`config.mk`:
```
export PLATFORM = sky130hd
export DESIGN_NAME = ft601_tx_fsm
export DESIGN_NICKNAME = d
export VERILOG_FILES = /design/src/rtl/ft601_pkg.sv /design/src/rtl/ft601_skid_buf.sv /design/src/rtl/ft601_tx_fsm.sv
export SDC_FILE = /design/constraint.sdc
export NUM_CORES = 1
export LEC_CHECK = 0
export ABC_AREA = 1
export CAP_MARGIN = 25
export CORE_MARGIN = 1
export CORE_UTILIZATION = 50
export DETAILED_ROUTE_END_ITERATION = 16
export PLACE_DENSITY_LB_ADDON = 0.05
export SYNTH_ARGS = -nofsm -noshare
export SYNTH_HDL_FRONTEND = slang
export SYNTH_HIERARCHICAL = 1
export SYNTH_SLANG_ARGS = --single-unit
```
`constraint.sdc`:
```
create_clock -name clk -period 2.15 [get_ports clk]
set_input_delay 0.43 -clock clk [delete_from_list [all_inputs] [get_ports clk]]
set_output_delay 0.43 -clock clk [all_outputs]
set_load 0.02 [all_outputs]
```
`src/rtl/ft601_pkg.sv`:
```
`default_nettype none
// ============================================================================
//  Module   : ft601_pkg
//  Purpose  : Shared constants and types for the FT601 transmit engine.
//             Holds the FSM state encoding, byte-enable constant and
//             default widths used by ft601_tx_fsm and ft601_skid_buf.
//  Revision : 1.0 - initial release
// ============================================================================
package ft601_pkg;

    localparam int c_DATA_LEN_DEF = 32;
    localparam int c_CNT_LEN_DEF  = 32;
    localparam int c_BE_W         = 4;

    // All four byte lanes valid on every FT601 write.
    localparam logic [c_BE_W-1:0] BE_ALL = 4'hF;

    localparam logic [1:0] c_ST_IDLE  = 2'd0;
    localparam logic [1:0] c_ST_BURST = 2'd1;
    localparam logic [1:0] c_ST_GAP   = 2'd2;
    localparam logic [1:0] c_ST_DRAIN = 2'd3;

    typedef enum logic [1:0] {
        ST_IDLE  = c_ST_IDLE,
        ST_BURST = c_ST_BURST,
        ST_GAP   = c_ST_GAP,
        ST_DRAIN = c_ST_DRAIN
    } ft_state_t;

endpackage : ft601_pkg
`default_nettype wire

```
`src/rtl/ft601_skid_buf.sv`:
```
`default_nettype none
// ============================================================================
//  Module   : ft601_skid_buf
//  Purpose  : Small register FIFO used as the prefetch/skid buffer between
//             the capture FIFO read port and the FT601 bus.
//  Ports    : clk, rst_n      - clock, async active-low reset
//             push, push_data - write one entry at the tail
//             pop             - drop the head entry
//             head            - current head entry (zero after reset)
//             count           - current occupancy
//  Revision : 1.0 - initial release
// ============================================================================
module ft601_skid_buf #(
    parameter int DEPTH = 4,
    parameter int WIDTH = 32,
    parameter int CNT_W = $clog2(DEPTH + 1)
) (
    input  logic             clk,
    input  logic             rst_n,
    input  logic             push,
    input  logic [WIDTH-1:0] push_data,
    input  logic             pop,
    output logic [WIDTH-1:0] head,
    output logic [CNT_W-1:0] count
);

    localparam int               c_PTR_W = $clog2(DEPTH);
    localparam logic [c_PTR_W-1:0] c_LAST = c_PTR_W'(DEPTH - 1);

    logic [WIDTH-1:0]   r_mem [DEPTH];
    logic [c_PTR_W-1:0] r_wr_ptr;
    logic [c_PTR_W-1:0] r_rd_ptr;
    logic [CNT_W-1:0]   r_count;
    logic [c_PTR_W-1:0] w_wr_ptr_inc;
    logic [c_PTR_W-1:0] w_rd_ptr_inc;

    // Explicit wrap so DEPTH need not be a power of two.
    always_comb begin
        w_wr_ptr_inc = (r_wr_ptr == c_LAST) ? '0 : r_wr_ptr + 1'b1;
        w_rd_ptr_inc = (r_rd_ptr == c_LAST) ? '0 : r_rd_ptr + 1'b1;
    end

    always_ff @(posedge clk or negedge rst_n) begin
        if (!rst_n) begin
            for (int i = 0; i < DEPTH; i++) begin
                r_mem[i] <= '0;
            end
            r_wr_ptr <= '0;
            r_rd_ptr <= '0;
            r_count  <= '0;
        end else begin
            if (push) begin
                r_mem[r_wr_ptr] <= push_data;
                r_wr_ptr        <= w_wr_ptr_inc;
            end
            if (pop) begin
                r_rd_ptr <= w_rd_ptr_inc;
            end
            r_count <= r_count + CNT_W'(push) - CNT_W'(pop);
        end
    end

    assign head  = r_mem[r_rd_ptr];
    assign count = r_count;

endmodule : ft601_skid_buf
`default_nettype wire

```
`src/rtl/ft601_tx_fsm.sv`:
```
`default_nettype none
// ============================================================================
//  Module   : ft601_tx_fsm
//  Purpose  : FT601 245-sync-FIFO transmit engine. Prefetches words from the
//             capture FIFO into a skid buffer and drives FT601 write bursts,
//             throttled by txe_n, with a one-cycle gap every MAX_BURST words.
//  Ports    : clk, rst_n            - FT601 clock, async active-low reset
//             tx_en                 - streaming enable
//             fifo_empty, fifo_data - capture FIFO read side
//             fifo_rd_en_n          - FIFO pop request (active low, comb.)
//             txe_n                 - FT601 not-ready flag
//             ft_wr_n, ft_data_out, ft_data_oe, ft_be - FT601 bus
//             tx_count              - words accepted by the FT601
//             busy                  - engine not idle
//  Revision : 1.0 - initial release
// ============================================================================
module ft601_tx_fsm
    import ft601_pkg::*;
#(
    parameter int DATA_LEN   = c_DATA_LEN_DEF,
    parameter int RD_LATENCY = 1,
    parameter int SKID_DEPTH = 4,
    parameter int MAX_BURST  = 256,
    parameter int CNT_LEN    = c_CNT_LEN_DEF
) (
    input  logic                clk,
    input  logic                rst_n,
    input  logic                tx_en,
    input  logic                fifo_empty,
    input  logic [DATA_LEN-1:0] fifo_data,
    output logic                fifo_rd_en_n,
    input  logic                txe_n,
    output logic                ft_wr_n,
    output logic [DATA_LEN-1:0] ft_data_out,
    output logic                ft_data_oe,
    output logic [c_BE_W-1:0]   ft_be,
    output logic [CNT_LEN-1:0]  tx_count,
    output logic                busy
);

    localparam int c_OCC_W = $clog2(SKID_DEPTH + 1);
    localparam int c_SUM_W = c_OCC_W + 2;
    localparam int c_BC_W  = $clog2(MAX_BURST + 1);
    localparam logic [c_BC_W-1:0] c_MAX_BC = c_BC_W'(MAX_BURST);

    ft_state_t           r_state;
    ft_state_t           w_state_next;
    logic                r_wr_n;
    logic                w_wr_n_next;
    logic [CNT_LEN-1:0]  r_tx_count;
    logic [c_BC_W-1:0]   r_burst_cnt;
    logic [c_BC_W-1:0]   w_bc_next;
    logic                w_bc_clr;
    logic [RD_LATENCY-1:0] r_pipe;

    logic                w_xfer;
    logic                w_stall;
    logic                w_push;
    logic                w_pop;
    logic                w_room;
    logic [c_OCC_W-1:0]  w_occ;
    logic [c_OCC_W-1:0]  w_occ_after;
    logic [c_OCC_W-1:0]  w_occ_next;
    logic [c_OCC_W-1:0]  w_inflight;
    logic [c_OCC_W-1:0]  w_infl_next;
    logic [DATA_LEN-1:0] w_head;

    // A word leaves only when the strobe is low and the FT601 is ready.
    assign w_xfer  = ~r_wr_n & ~txe_n;
    // Strobe asserted but the FT601 refused: hold everything in place.
    assign w_stall = ~r_wr_n &  txe_n;
    assign w_push  = r_pipe[RD_LATENCY-1];

    always_comb begin
        w_inflight = '0;
        for (int i = 0; i < RD_LATENCY; i++) begin
            w_inflight = w_inflight + c_OCC_W'(r_pipe[i]);
        end
    end

    // Reserve a skid slot for every outstanding read so a pop can never
    // overflow the buffer, whatever txe_n does afterwards.
    assign w_occ_after = w_occ - c_OCC_W'(w_xfer);
    assign w_room      = (c_SUM_W'(w_occ_after) + c_SUM_W'(w_inflight) + c_SUM_W'(1))
                         <= c_SUM_W'(SKID_DEPTH);
    assign w_pop       = (r_state == ST_BURST) & tx_en & ~fifo_empty & ~w_stall & w_room;

    assign w_occ_next  = w_occ_after + c_OCC_W'(w_push);
    assign w_infl_next = w_inflight - c_OCC_W'(w_push) + c_OCC_W'(w_pop);
    assign w_bc_next   = r_burst_cnt + c_BC_W'(w_xfer);

    ft601_skid_buf #(
        .DEPTH (SKID_DEPTH),
        .WIDTH (DATA_LEN),
        .CNT_W (c_OCC_W)
    ) u_skid (
        .clk       (clk),
        .rst_n     (rst_n),
        .push      (w_push),
        .push_data (fifo_data),
        .pop       (w_xfer),
        .head      (w_head),
        .count     (w_occ)
    );

    always_comb begin
        w_state_next = r_state;
        w_wr_n_next  = 1'b1;
        w_bc_clr     = 1'b0;
        case (r_state)
            ST_IDLE: begin
                w_bc_clr = 1'b1;
                if (tx_en && !txe_n && !fifo_empty) begin
                    w_state_next = ST_BURST;
                end
            end
            ST_BURST: begin
                w_wr_n_next = !((w_occ_next != '0) && (w_bc_next < c_MAX_BC));
                if (w_bc_next == c_MAX_BC) begin
                    w_state_next = ST_GAP;
                end else if (!tx_en) begin
                    w_state_next = ST_DRAIN;
                end else if (fifo_empty && (w_occ_next == '0) && (w_infl_next == '0)) begin
                    w_state_next = ST_IDLE;
                end
            end
            ST_GAP: begin
                // Strobe is already high this cycle; counter restarts here.
                w_bc_clr     = 1'b1;
                w_wr_n_next  = (w_occ_next == '0);
                w_state_next = ST_BURST;
            end
            ST_DRAIN: begin
                w_wr_n_next = !((w_occ_next != '0) && (w_bc_next < c_MAX_BC));
                if (w_bc_next == c_MAX_BC) begin
                    w_state_next = ST_GAP;
                end else if ((w_occ_next == '0) && (w_infl_next == '0)) begin
                    w_state_next = ST_IDLE;
                end
            end
            default: begin
                w_state_next = ST_IDLE;
            end
        endcase
    end

    always_ff @(posedge clk or negedge rst_n) begin
        if (!rst_n) begin
            r_state     <= ST_IDLE;
            r_wr_n      <= 1'b1;
            r_tx_count  <= '0;
            r_burst_cnt <= '0;
            r_pipe      <= '0;
        end else begin
            r_state     <= w_state_next;
            r_wr_n      <= w_wr_n_next;
            r_tx_count  <= r_tx_count + CNT_LEN'(w_xfer);
            r_burst_cnt <= w_bc_clr ? '0 : w_bc_next;
            r_pipe[0]   <= w_pop;
            for (int i = 1; i < RD_LATENCY; i++) begin
                r_pipe[i] <= r_pipe[i-1];
            end
        end
    end

    assign fifo_rd_en_n = ~w_pop;
    assign ft_wr_n      = r_wr_n;
    assign ft_data_out  = w_head;
    assign ft_be        = r_wr_n ? '0 : BE_ALL;
    assign ft_data_oe   = (r_state != ST_IDLE);
    assign busy         = (r_state != ST_IDLE);
    assign tx_count     = r_tx_count;

endmodule : ft601_tx_fsm
`default_nettype wire

```
==> results.json <==
{
  "cp.arrival_ps": 2080,
  "path_clk_slew_ps": 70,
  "clockBufferDepth": 2,
  "synth_common_cells": "368 x nand2_1, 213 x inv_1, 179 x dfrtp_1",
  "max_cap_viol_count": 0,
  "fin_cells": 1537,
  "p_leak_nw": 6.46,
  "yosysTopAreaCell": "dfrtp_1",
  "avgViaCountPerCell": 4.79,
  "initial_core_util_pct": 51.2,
  "cellInternalPower_w": 0.00934,
  "timing.final.crit_share_pct": 117,
  "startpoint_type": "flip-flop",
  "clock_latency_ps": 430,
  "cp.required_ps": 1720,
  "cts_root_buf": "clkbuf_16",
  "cts_tree": "done",
  "synth_warnings": 6,
  "synthArstFlopShare_pct": 100,
  "n_antenna_cell": 0,
  "synth-main-ff-cell": "dfrtp_1",
  "critPathMaxFanout": 2,
  "grt_max_degree": 65,
  "wl_per_cell_um": 13.1,
  "status": "finished, violations left",
  "hold_path_class": "reg2reg",
  "synth-seq-area-share_pct": 47.1,
  "final_nets": 1343,
  "port_buffers": 108,
  "synth.avg_cell_area_um2": 8.26,
  "fmax_ghz": 0.399,
  "violations": "setup timing",
  "cts_buffers": 17,
  "synth.cell_area_mm2": 0.00957,
  "grt_pass1_wl_um": 34500,
  "area_delta_synth_final_pct": 21.4,
  "dp.cells": 1502,
  "layout_min_cycle_time_ps": 2510,
  "rows": 50,
  "drt-pass1-iter-count": 5,
  "setup-violations-final": 3,
  "skew_ps": 10.4,
  "grt_usage_pct": 22.1,
  "sw_frac_of_total_pct": 39.9,
  "power.clock.fraction_pct": 21.6,
  "p_per_area_mw_per_mm2": 1340,
  "cts_max_level": 4,
  "setup_ws_ps": -357,
  "p_seq_share_pct": 33.5,
  "die_w_um": 140,
  "syn_inst": 1158,
  "worst-setup-path-type": "reg2out",
  "drt_iter0_drc": 494,
  "drive_gt1_share_pct": 18.9,
  "slew_headroom_pct": 65.3,
  "report.final.slew_viol_count": 0,
  "synthMostInstantiatedCell": "nand2_1",
  "io_pins": 109,
  "worstMarginPinSlew_ps": 521,
  "cp-end-kind": "output pin",
  "multi_input_comb_area_mm2": 0.00388,
  "drcViolationCount": 0,
  "clock-sinks": 180,
  "ys_ff_latch": 180,
  "synth_edf_count": 0,
  "wirelength_um": 20200,
  "yosysTopAreaCellShare_pct": 46.8,
  "power.switching_w": 0.00621,
  "core_mm2": 0.0187,
  "fin_setup_tns_ps": -485,
  "antenna_left": 0,
  "rsz0062_at_grt": "true",
  "synth_nets": 1211,
  "vias": 7358,
  "die-area_mm2": 0.0197,
  "antenna_found_initial": 0,
  "dp_hpwl_um": 12700,
  "ys_types": 32,
  "ys_top_cells_by_area": "dfrtp_1 47%, nand2_1 14%, inv_1 8.4%",
  "n_fill_cell": 1707,
  "area.sequential_mm2": 0.00451,
  "die_h_um": 140,
  "hold_viol_final": 0,
  "combPwrFrac_pct": 44.9,
  "grt-ovfl-total": 0,
  "grt_pass1_vias": 7067,
  "place_congestion": 0.784,
  "ir_worst_vdd_uv": 694
}
==> timing repair <==
| item | 4_1_cts | 5_1_grt |
|---|---|---|
| gates cloned | 0 | 1 |
| hold buffers | 1 | 0 |
| resized for setup | 70 | 62 |
| pin swaps | 12 | 6 |
| hold endpoints to repair | 41 | 0 |
| endpoints found under the setup margin | 52 | 48 |
| setup buffers | 0 | 1 |
==> sequential cells by signal (all words and copies together) (netlist names), 2 cells and up <==
signal           cells
r_state              2
u_skid/r_rd_ptr      2
u_skid/r_mem       128
tx_count            32
r_burst_cnt          9
u_skid/count         3
u_skid/r_wr_ptr      2
==> placed cells by master (no fill, tap or decap), types with 2 or more instances in the layout <==
cell and count:
nand2_1 364, inv_1 210, dfrtp_1 178, o21ai_2 85, nand3_1 75, clkdlybuf4s50_1 66
o21ai_1 45, buf_4 41, nor2_1 32, clkbuf_2 31, xor2_1 21, clkbuf_16 18
nor3_1 11, nand4_1 11, ha_1 10, buf_12 10, nand2_2 9, xnor2_1 9
dlygate4sd2_1 7, o21ai_0 5, ha_4 5, clkinv_4 5, nor2_4 4, nor2_2 4
a21oi_1 4, inv_6 4, bufinv_16 4, buf_6 4, nand2_8 4, nand3b_1 3
nand2_4 2, nor3_4 2, inv_2 2, nand3_2 2, nor4_1 2, clkinv_2 2
==> area by class of cell <==
cell class	count	share of cell area, %
sequential	180	38.8
multi-input combinational	714	33.4
timing repair buffer	163	12.8
inverter	214	6.98
clock buffer	18	3.78
tap	234	2.52
clock inverter	14	1.72
==> critical path, stage by stage, from the launching register on <==
cell and delay, ps:
dfstp_2 550, nor2_4 40, ha_4 160, ha_4 260
inv_4 30, ha_4 240, inv_2 30, nand2_2 50
nand3_2 80, nand2_2 80, buf_6 120
==> power by group through the flow <==
stage                     registers [W]  clock network [W]  logic [W]
final                           0.00521            0.00336    0.00697
after global routing            0.00535            0.00361    0.00784
after CTS                       0.00520            0.00345    0.00717
after detailed placement        0.00524                  0    0.00732
after global placement          0.00522                  0    0.00721
after floorplan                 0.00519                  0    0.00484
==> through the flow <==
stage | worst slack [ps] | total power, W | instance area (µm²) | utilization, % | hold WS (ps)
finish | -357 | 0.0155 | 11600 | 62.1 | 472
global route | -433 | 0.0168 | 11600 | 62.1 | 494
CTS | -384 | 0.0158 | 11700 | 62.6 | 476
detailed placement | -928 | 0.0126 | 11000 | 58.9 | 429
global placement | -910 | 0.0124 | 11000 | 58.9 | 427
floorplan | 5.73 | 0.0100 | 9600 | - | 134
==> per-layer routing <==
metal	part of all wire (%)	global-route usage, %
met1	47	29.4
met2	48	37.1
met3	3.9	4.62
met4	0.81	4.80
met5	0	0
==> worst paths after layout <==
path,cells after the start,slack (ps),end,start
worst max register to register,15,-90,r_state[0],ft_wr_n
worst min-delay path,1,470,tx_count[31],tx_count[31]
worst max-delay path,10,-360,fifo_rd_en_n,ft_wr_n
min in group asynchronous,2,530,u_skid/r_mem[75],rst_n
max in group asynchronous,3,970,ft_wr_n,rst_n
worst min register to register,1,470,tx_count[31],tx_count[31]
==> cell families (layout without fill, tap and decap cells) <==
family / count (synthesis) / count (layout) / synth area share (%)
and+or+nand+nor: 527 / 527 / 24.0
buffers and inverters: 264 / 409 / 13.2
DFF: 180 / 180 / 47.1
AOI/OAI and AO/OA: 141 / 141 / 10.7
xor gates and xnor gates: 30 / 30 / 2.75
adders and majority gates: 16 / 16 / 2.17
Power figures use the tool's default switching activity.
